### src/rtl/bcd_addsub_serial.sv
// Digit-serial packed-BCD adder/subtractor, least-significant digit first.
// Negative differences are turned into sign plus magnitude by a second serial 10's-complement pass.
module bcd_addsub_serial #(
    parameter int DIGITS = 4
) (
    input  logic                  clk,
    input  logic                  resetn,
    input  logic                  start,
    input  logic                  mode,
    input  logic [4*DIGITS-1:0]   a,
    input  logic [4*DIGITS-1:0]   b,
    output logic                  busy,
    output logic                  done,
    output logic [4*DIGITS-1:0]   result,
    output logic                  neg,
    output logic                  cout,
    output logic                  invalid
);

    localparam int W  = 4 * DIGITS;
    localparam int IW = (DIGITS > 1) ? $clog2(DIGITS) : 1;
    localparam logic [IW-1:0] LAST_IDX = IW'(DIGITS - 1);

    typedef enum logic [1:0] {
        S_IDLE = 2'd0,
        S_CALC = 2'd1,
        S_FIX  = 2'd2,
        S_DONE = 2'd3
    } state_t;

    state_t          state_reg;
    logic [IW-1:0]   idx_reg;
    logic [W-1:0]    a_reg;
    logic [W-1:0]    b_reg;
    logic [W-1:0]    res_reg;
    logic            mode_reg;
    logic            carry_reg;
    logic            neg_reg;
    logic            cout_reg;
    logic            inv_reg;

    // Any nibble above 9 on either operand marks the request invalid.
    logic [2*DIGITS-1:0] bad_nib;
    logic                any_bad;

    for (genvar gi = 0; gi < DIGITS; gi++) begin : g_check
        assign bad_nib[gi]          = (a[4*gi +: 4] > 4'd9);
        assign bad_nib[DIGITS + gi] = (b[4*gi +: 4] > 4'd9);
    end
    assign any_bad = |bad_nib;

    logic [3:0] a_dig;
    logic [3:0] b_dig;
    logic [3:0] r_dig;
    logic [3:0] op_x;
    logic [3:0] op_y;
    logic [4:0] z_sum;
    logic [4:0] z_adj;
    logic [3:0] dig_next;
    logic       carry_next;

    assign a_dig = a_reg[{idx_reg, 2'b00} +: 4];
    assign b_dig = b_reg[{idx_reg, 2'b00} +: 4];
    assign r_dig = res_reg[{idx_reg, 2'b00} +: 4];

    // One shared digit adder: A + (B or 9-B) while calculating, (9-R) + 0 while complementing.
    always_comb begin
        op_x = a_dig;
        op_y = b_dig;
        if (state_reg == S_FIX) begin
            op_x = 4'd9 - r_dig;
            op_y = 4'd0;
        end else if (mode_reg) begin
            op_y = 4'd9 - b_dig;
        end
    end

    assign z_sum      = {1'b0, op_x} + {1'b0, op_y} + {4'b0000, carry_reg};
    assign z_adj      = z_sum + 5'd6;
    assign carry_next = (z_sum > 5'd9);
    assign dig_next   = carry_next ? z_adj[3:0] : z_sum[3:0];

    always_ff @(posedge clk or negedge resetn) begin
        if (!resetn) begin
            state_reg <= S_IDLE;
            idx_reg   <= '0;
            a_reg     <= '0;
            b_reg     <= '0;
            res_reg   <= '0;
            mode_reg  <= 1'b0;
            carry_reg <= 1'b0;
            neg_reg   <= 1'b0;
            cout_reg  <= 1'b0;
            inv_reg   <= 1'b0;
            busy      <= 1'b0;
            done      <= 1'b0;
            result    <= '0;
            neg       <= 1'b0;
            cout      <= 1'b0;
            invalid   <= 1'b0;
        end else begin
            case (state_reg)
                S_IDLE, S_DONE: begin
                    if (start) begin
                        a_reg     <= a;
                        b_reg     <= b;
                        mode_reg  <= mode;
                        idx_reg   <= '0;
                        carry_reg <= mode;
                        neg_reg   <= 1'b0;
                        cout_reg  <= 1'b0;
                        inv_reg   <= any_bad;
                        if (any_bad) begin
                            res_reg   <= '0;
                            state_reg <= S_DONE;
                        end else begin
                            state_reg <= S_CALC;
                        end
                    end else begin
                        state_reg <= S_IDLE;
                    end
                end
                S_CALC: begin
                    res_reg[{idx_reg, 2'b00} +: 4] <= dig_next;
                    if (idx_reg == LAST_IDX) begin
                        idx_reg <= '0;
                        if (!mode_reg) begin
                            cout_reg  <= carry_next;
                            state_reg <= S_DONE;
                        end else if (carry_next) begin
                            state_reg <= S_DONE;
                        end else begin
                            // No end-around carry: A < B, so the stored digits are a 10's complement.
                            neg_reg   <= 1'b1;
                            carry_reg <= 1'b1;
                            state_reg <= S_FIX;
                        end
                    end else begin
                        idx_reg   <= idx_reg + 1'b1;
                        carry_reg <= carry_next;
                    end
                end
                S_FIX: begin
                    res_reg[{idx_reg, 2'b00} +: 4] <= dig_next;
                    if (idx_reg == LAST_IDX) begin
                        idx_reg   <= '0;
                        state_reg <= S_DONE;
                    end else begin
                        idx_reg   <= idx_reg + 1'b1;
                        carry_reg <= carry_next;
                    end
                end
                default: state_reg <= S_IDLE;
            endcase

            // Output bank is a registered copy of the internal state, one cycle behind it.
            busy    <= (state_reg == S_CALC) || (state_reg == S_FIX);
            done    <= (state_reg == S_DONE);
            result  <= res_reg;
            neg     <= neg_reg;
            cout    <= cout_reg;
            invalid <= inv_reg;
        end
    end

endmodule

### config.mk
export PLATFORM = sky130hd
export DESIGN_NAME = bcd_addsub_serial
export DESIGN_NICKNAME = d
export VERILOG_FILES = /design/src/rtl/bcd_addsub_serial.sv
export SDC_FILE = /design/constraint.sdc
export NUM_CORES = 1
export LEC_CHECK = 0
export BUFFER_PORTS_ARGS = -buffer_cell sky130_fd_sc_hd__buf_4
export CORE_MARGIN = 5
export CORE_UTILIZATION = 30
export CTS_BUF_LIST = sky130_fd_sc_hd__clkbuf_16
export DETAILED_ROUTE_END_ITERATION = 8
export SETUP_SLACK_MARGIN = 0.15
export SYNTH_ARGS = -nofsm -noshare
export SYNTH_HDL_FRONTEND = slang
export SYNTH_SLANG_ARGS = --single-unit
export TNS_END_PERCENT = 20
### constraint.sdc
create_clock -name clk -period 3.65 [get_ports clk]
set_input_delay 0.73 -clock clk [delete_from_list [all_inputs] [get_ports clk]]
set_output_delay 0.73 -clock clk [all_outputs]
set_load 0.05 [all_outputs]
Word level (Yosys, flattened, before mapping). Index checks and enable logic that the tools add are counted.

Register bits: 78. Latch bits: 0. RAM bits: 0. Bits in read-only memories: 0. Input bits: 36. Output and inout port bits: 21. Memories: 0.

Add/subtract/negate cells: 7. Multiply operators: 0. Divide/modulo/power cells: 0. Magnitude comparators: 9. Eq/ne operators: 14. Shifts and indexed selects: 5. Mux-type cells: 30. Bitwise gates (word level): 0. Reduce and logical (&&, ||, !) cells: 12.

Operators with widths (number): $shiftx 16x5->4 (3); $gt 4x4->1 const B (8); $mux 16 (2); $pmux 16 s2 (1); $bwmux 16 (1); $mux 4 (4); $shift 4x6->16 const A (1); $shiftx 4x6->16 (1); $ne 2x2->1 const B (7); $mux 2 (6); $mux 1 (11); $reduce_and 4->1 (2); $reduce_or 8->1 (1); $sub 4x4->4 const A (2); $eq 2x2->1 const B (3); $ne 3x3->1 const B (2); $neg 4->6 (1); $pmux 2 s3 (1); $reduce_and 2->1 (3); $add 4x4->5 (1); $add 5x1->5 (1); $gt 5x4->1 const B (1); $reduce_and 5->1 (1); $add 4x3->4 const B (1); other kinds (10) (12).

Depth between registers and ports, before layout. Gate-level depths: netlist of the first run.

Depth in word-level cells: 11. Mapped depth: 17. Gate-level depth less buffers: 15.

Worst setup path after synthesis of the first run. OpenSTA, ideal clock, no wires.

Path type: register to register. Start point: reg idx_reg[0]. End point: reg res_reg[14]. Library setup time: 126 ps. Arrival: 3455 ps. Data required time: 3524 ps. Setup slack: 69 ps. Stages on the path, launching flop included: 15. Buffers on the path: 2. Clock period less this slack: 3581 ps. Cell sequence: dfrtp_1 buf_2 buf_8 mux4_2 inv_1 ha_1 mux2_2 ha_1 xor2_1 inv_1 ha_1 a22oi_2 nand3b_2 a31o_1 a221o_1.

Word-level cells in the longest chain between the ends: 11. Elaborated cells between the ends (all ways): 18.

Ends and longest elaborated chain: start, declared (line 32) `logic [IW-1:0] idx_reg;`; start signal, assigned (line 139) `idx_reg <= idx_reg + 1'b1;`; start signal, assigned (line 149) `idx_reg <= idx_reg + 1'b1;`; $shiftx 16x5->4 (line 63) `assign b_dig = b_reg[{idx_reg, 2'b00} +: 4];`; $sub 4x4->4 (line 74) `op_y = 4'd9 - b_dig;`; $mux 4 (line 73) `end else if (mode_reg) begin`; $mux 4 (line 70) `if (state_reg == S_FIX) begin`; $add 4x4->5 (line 78) `assign z_sum = {1'b0, op_x} + {1'b0, op_y} + {4'b0000, carry_reg};`; $add 5x1->5 (line 78); $add 4x3->4 / $gt 5x4->1 (equally long branches) (line 79, 80); $mux 4 (line 81) `assign dig_next = carry_next ? z_adj[3:0] : z_sum[3:0];`; $shiftx 4x6->16 (line 124, 144); $bwmux 16 (*) (line 124, 144); $pmux 16 s2 (*) (line 102) `case (state_reg)`; end signal, assigned by index (line 124) `res_reg[{idx_reg, 2'b00} +: 4] <= dig_next;`; end signal, assigned by index (line 144) `res_reg[{idx_reg, 2'b00} +: 4] <= dig_next;`; end, declared (line 35) `logic [W-1:0] res_reg;`.

Every way passes the cells marked *; elsewhere a longest branch is shown, timed or not. A chain may end at the register's enable or synchronous reset.

Worst setup path in the final report of the first run.
Start point: reg idx_reg[0]. End point: reg res_reg[2].

The elaborated chain is that of the path after synthesis.

==> results.toml, run 1 <==
[global_routing]
grt_pass1_vias = 2590
grtUsageTotal_pct = 12.0
grt_overflow = 0
grt_max_degree = 79
grt_first_pass_wirelength_um = 14000
grt_antenna_before_repair = 0

[synthesis]
yosys.area.top_type = "dfrtp_1"
synth_cell_types = 58
synth-edff-count = 0
syn_inst = 289
netlist_top_cells_area = "dfrtp_1 (52%), mux2_1 (8.1%), mux4_2 (7.2%)"
async_reset_ff_share_pct = 100
syn_area_per_cell_um2 = 13.0
ys.flop_type = "dfrtp_1"
synth_nets = 340
netlist_area_um2 = 3750
synth_top_area_share_pct = 52.0
synth_warnings = 0
ys_seq_elements = 78
yosysSeqAreaShare_pct = 52.0

[cts]
clk_pin_slew_ns = 0.06
cts_made_buffers = 9
ctsLongestPathBuffers = 2
cts_tree = "built"
numClockSinks = 78
cts-root-buf = "clkbuf_16"
h-tree-depth = 3
ctsHoldBuffers = 0
insertion_delay_ns = 0.33

[drt]
routed_wl_um = 8590
first_iter_violations = 130
drt-vias-per-instance = 4.82
firstDrtPassIters = 4
num_vias = 2573
wl_per_cell_um = 16.1
route.detailed.drc = 0
drtAntennaViolNets = 0

[timing]
fin_tns_setup_ns = 0
setup_slack_ns = 0.247
maxSlewViolCount = 0
fin_worst_hold_slack_ns = 0.377
fmax_mhz = 294
hold_viol_final = 0
setup_viol = 0
rsz0062_at_grt = "yes"
period_share_pct = 93.2
max_slew_margin_pct = 36.6
fin_crit_ns = 3.40
skew_ns = 0.00580
worst_pin_slew_ns = 0.951

[critical_path]
timing.rr.end = "res_reg[2]$_DFFE_PN0P_"
cp_top_family = "adder cells"
cp.depth = 13
slowest_stage = "fa_2"
cp_cell_sequence = "buf_12, mux4_2, a21oi_1, fa_2, inv_1, fa_2, inv_2, ha_4, a22oi_2, nand3b_2, buf_6, a21bo_1, a32o_1"
cp_common_cell = "fa_2"
critPathCaptureType = "register"
worstSetupPathType = "register to register"
critPathBufInv = 4
startpoint = "idx_reg[0]$_DFFE_PN0N_"
rrSetupSlack_ns = 0.25
start_kind = "register"
reg2reg_from = "idx_reg[0]$_DFFE_PN0N_"
cp.arrival_ns = 3.62
worst-r2r-cell-count = 13
slowest_delay_ns = 0.63
setup.worst_path.end = "res_reg[2]$_DFFE_PN0P_"
required_ns = 3.87
cp_max_fo = 10

[finish]
post-route-util_pct = 39.6
n_fill_cell = 1163
fin_nets = 412
synthToLayoutAreaGrowth_pct = 28.2
layout-drive-gt1-share_pct = 35.0
seq_area_um2 = 1950
insertedDiodeCount = 0
multi_input_area_um2 = 1730

[floorplan]
pin_count = 57
die_h_um = 122
coreArea_um2 = 12200
rows = 40
die_x_um = 122
start_util_pct = 30.9
die_area_um2 = 14900

[job]
max-cap-violations = 0

[run_status]
status = "finished, final reports clean"

[placement]
pre_cts_ws_ns = 0.0392
place_hpwl_um = 6390
place.gp.congestion = 0.878
portBuffers = 56

[worst_hold_path]
hold_class = "register to register"
[routing by layer]
| layer | track usage [%] | vias up | share of wire (%) |
|---|---|---|---|
| met1 | 16.1 | 1294 | 46 |
| met5 | 0 | - | 0 |
| met3 | 3.20 | 8 | 4.7 |
| li1 | - | 1210 | - |
| met4 | 3.43 | 0 | 1.1 |
| met2 | 19.1 | 61 | 49 |
[placed cells by master (no fill, tap or decap), types with 3 or more instances in the layout]
master,synthesis,layout
inv_2,2,4
a21oi_1,7,7
a21o_1,3,3
mux2_2,7,7
clkbuf_16,0,10
buf_4,1,70
nand2_1,10,10
nand4_1,4,4
nand2b_1,3,3
mux2_1,27,27
a31oi_1,3,3
dfrtp_1,78,76
inv_1,14,12
mux4_2,12,12
a22o_1,12,12
o21ai_0,12,12
ha_1,13,11
nand3_1,4,4
a221o_1,3,3
nor2_1,16,16
inv_6,0,3
nor2b_1,3,3
[worst reg2reg max path: stages, from the launching register on]
cell      delay (ns)
dfrtp_2         0.40
buf_12          0.13
mux4_2          0.48
a21oi_1         0.25
fa_2            0.24
inv_1           0.06
fa_2            0.63
inv_2           0.07
ha_4            0.17
a22oi_2         0.16
nand3b_2        0.11
buf_6           0.16
a21bo_1         0.19
a32o_1          0.23
[Yosys cell counts, types with 4 or more instances]
library cell and number:
mux2_2 7, buf_2 4, nand3_1 4, nand4_1 4, nor2_1 16, nand2_1 10, ha_1 13, clkbuf_1 4
a22o_1 12, o21ai_0 12, inv_1 14, mux4_2 12, dfrtp_1 78, a21oi_1 7, mux2_1 27
[what timing repair did]
action                                  CTS  global route
pin swaps                                 1             4
endpoints found under the setup margin   11            14
gates resized for setup                   4             9
setup buffers                             3             5
gates cloned                              0             1
[layout make-up]
type	count	area share (%)
timing repair buffer	73	12.1
inverter	16	1.25
tap	168	4.37
clock buffer	9	4.68
multi-input combinational	183	35.9
clock inverter	7	1.14
sequential	78	40.6
[worst min-delay path by stage]
| stage | from | cells after the start | to | slack (ns) |
|---|---|---|---|---|
| after floorplan | inv_reg$_DFFE_PN0P_ | 0 | invalid$_DFF_PN0_ | 0.35 |
| after global placement | inv_reg$_DFFE_PN0P_ | 0 | invalid$_DFF_PN0_ | 0.37 |
| after detailed placement | neg_reg$_DFFE_PN0P_ | 0 | neg$_DFF_PN0_ | 0.37 |
| after CTS | neg_reg$_DFFE_PN0P_ | 0 | neg$_DFF_PN0_ | 0.38 |
| after global routing | inv_reg$_DFFE_PN0P_ | 0 | invalid$_DFF_PN0_ | 0.40 |
| final | neg_reg$_DFFE_PN0P_ | 0 | neg$_DFF_PN0_ | 0.38 |
[through the flow]
step	instance area, µm²	cells
after floorplan	3760	289
after global placement	4390	509
after detailed placement	4390	509
after CTS	4710	528
after global routing	4810	534
final	4810	534
[kinds of logic after synthesis]
group	synth area share, %
xor+xnor	0.933
mux	17.9
buf+inv	3.53
flops	52.0
simple gates	8.06
fa+ha+maj	5.40
compound gates	12.2
Power of run 1 is not shown: default switching activity piles up to over one toggle a cycle in this logic, so the estimate is an artifact.
==> run 2: changes to the inputs <==
- RECOVER_POWER: unset -> 100
- clock period: 3.65 -> 3.8 ns (I/O delays scaled with it)
==> run 2 against run 1 <==
The run now ends with capacitance limit, slew limit left. Routed wire length decreased by 0.47%. Worst hold slack improved by 0.0073 ns. Cell count unchanged. Critical path depth increased by 1. Clock skew increased by 0.0018 ns. First-iteration DRC count unchanged. Register-to-register slack improved by 0.02 ns. Die area unchanged. Worst setup slack improved by 0.025 ns. Critical endpoint unchanged. Largest cell class unchanged.
==> results.toml, run 2 (synthesized netlist as in run 1, its figures left out) <==
[drt]
firstDrtPassIters = 4
met1_length_um = 3820
wl_per_cell_um = 16.0
routed_wl_um = 8550
wl_met2_um = 4250
top_layer = "met4"
route.met3.wl_um = 386
first_iter_violations = 130
route.detailed.drc = 0
drtAntennaViolNets = 0
num_vias = 2557
drt-vias-per-instance = 4.79

[timing]
rsz0062_at_grt = "no"
max_slew_margin_pct = -34.2
worst_pin_slew_ns = 2.01
fmax_mhz = 283
maxSlewViolCount = 117
skew_ns = 0.00761
fin_crit_ns = 3.53
setup_viol = 0
hold_viol_final = 0
fin_tns_setup_ns = 0
period_share_pct = 92.8

[finish]
synthToLayoutAreaGrowth_pct = 26.4
post-route-util_pct = 39.0
mostFrequentLayoutCells = "dfrtp_1 (78), buf_4 (45), mux2_1 (27)"
final_common_cell = "dfrtp_1"
layout-drive-gt1-share_pct = 27.6
fin_nets = 412
insertedDiodeCount = 0

[floorplan]
coreArea_um2 = 12200
die_h_um = 122
pin_count = 57
die_area_um2 = 14900
die_x_um = 122
start_util_pct = 30.9
rows = 40

[critical_path]
cp_max_fo = 8
slowest_delay_ns = 0.56
start_kind = "register"
cp_cell_sequence = "buf_8, clkbuf_1, mux4_2, nand2_1, o21ai_1, fa_2, xor2_2, inv_2, ha_2, a22oi_2, nand3b_4, buf_4, a21bo_1, a32o_1"
required_ns = 4.02
cp.arrival_ns = 3.75
critPathCaptureType = "register"
slowest_stage = "mux4_2"
worstSetupPathType = "register to register"

[cts]
cts-root-buf = "clkbuf_16"
cts_tree = "built"
numClockSinks = 78
insertion_delay_ns = 0.34
clk_pin_slew_ns = 0.06
ctsLongestPathBuffers = 2
cts_made_buffers = 9
h-tree-depth = 3

[run_status]
violations = "capacitance limit, slew limit"
status = "finished with violations"

[placement]
portBuffers = 56
place.gp.congestion = 0.921
place_hpwl_um = 6510

[global_routing]
grt_pass1_vias = 2744
grt_first_pass_wirelength_um = 14300
grt_max_degree = 79
grtUsageTotal_pct = 12.4
grt_overflow = 0
grt_antenna_before_repair = 0

[worst_hold_path]
hold_class = "register to register"

[job]
max-cap-violations = 2
-- run 2: cell count changes in the layout (fill, tap and decap cells not counted), moves of 2 or more --
cell | before | now
clkbuf_1 | 0 | 24
inv_2 | 4 | 2
clkbuf_2 | 0 | 2
inv_6 | 3 | 1
bufinv_16 | 0 | 3
clkinvlp_4 | 1 | 3
dfrtp_1 | 76 | 78
inv_1 | 12 | 14
dfrtp_2 | 2 | 0
clkinv_4 | 2 | 0
buf_4 | 70 | 45
-- run 2: what timing repair did --
item	CTS	global route
buffers inserted	1	6
pin swaps	1	5
setup endpoints to repair	6	10
hold buffers	0	0
gates resized for setup	2	11
-- run 2: worst paths after layout --
| check | start | endpoint | slack (ns) | cells past startpoint |
|---|---|---|---|---|
| min reg2reg | neg_reg$_DFFE_PN0P_ | neg$_DFF_PN0_ | 0.38 | 0 |
| min | neg_reg$_DFFE_PN0P_ | neg$_DFF_PN0_ | 0.38 | 0 |
| max | idx_reg[0]$_DFFE_PN0N_ | res_reg[2]$_DFFE_PN0P_ | 0.27 | 14 |
| min in group asynchronous | resetn | result[1]$_DFF_PN0_ | 0.94 | 1 |
| max in group asynchronous | resetn | state_reg[0]$_DFFE_PN0P_ | 1.74 | 1 |
| max reg2reg | idx_reg[0]$_DFFE_PN0N_ | res_reg[2]$_DFFE_PN0P_ | 0.27 | 14 |
-- run 2: critical path: cells and delay by family, from the launching register on --
family	cells	cell delay, ns
AO/OA/AOI/OAI	4	0.75
buffers and inverters	4	0.71
flip-flops	1	0.40
multiplexers	1	0.56
adder cells (fa/ha/maj)	2	0.64
AND/OR/NAND/NOR	2	0.18
XOR/XNOR	1	0.18
-- run 2: routing by layer --
metal / up-vias / track usage (%)
li1: 1208 / -
met1: 1276 / 15.8
met2: 62 / 20.6
met3: 11 / 3.53
met4: 0 / 3.50
met5: - / 0
-- run 2: cell type report --
class	instances	area (µm²)
Timing Repair Buffer	73	464
Multi-Input combinational cell	183	1710
Sequential cell	78	1950
Fill cell	1164	7410
Tap cell	168	210
Inverter	16	60.1
Clock inverter	7	121
Clock buffer	9	225
-- run 2: per-stage QoR --
step / worst slack (ns) / area [µm²] / hold slack (ns) / std cells
floorplan: 0.219 / 3750 / 0.354 / 289
global placement: 0.205 / 4390 / 0.363 / 511
detailed placement: 0.127 / 4390 / 0.364 / 511
CTS: 0.159 / 4760 / 0.384 / 528
global route: 0.0544 / 4750 / 0.400 / 534
finish: 0.272 / 4750 / 0.384 / 534
Power of run 2 is left out for the same reason.
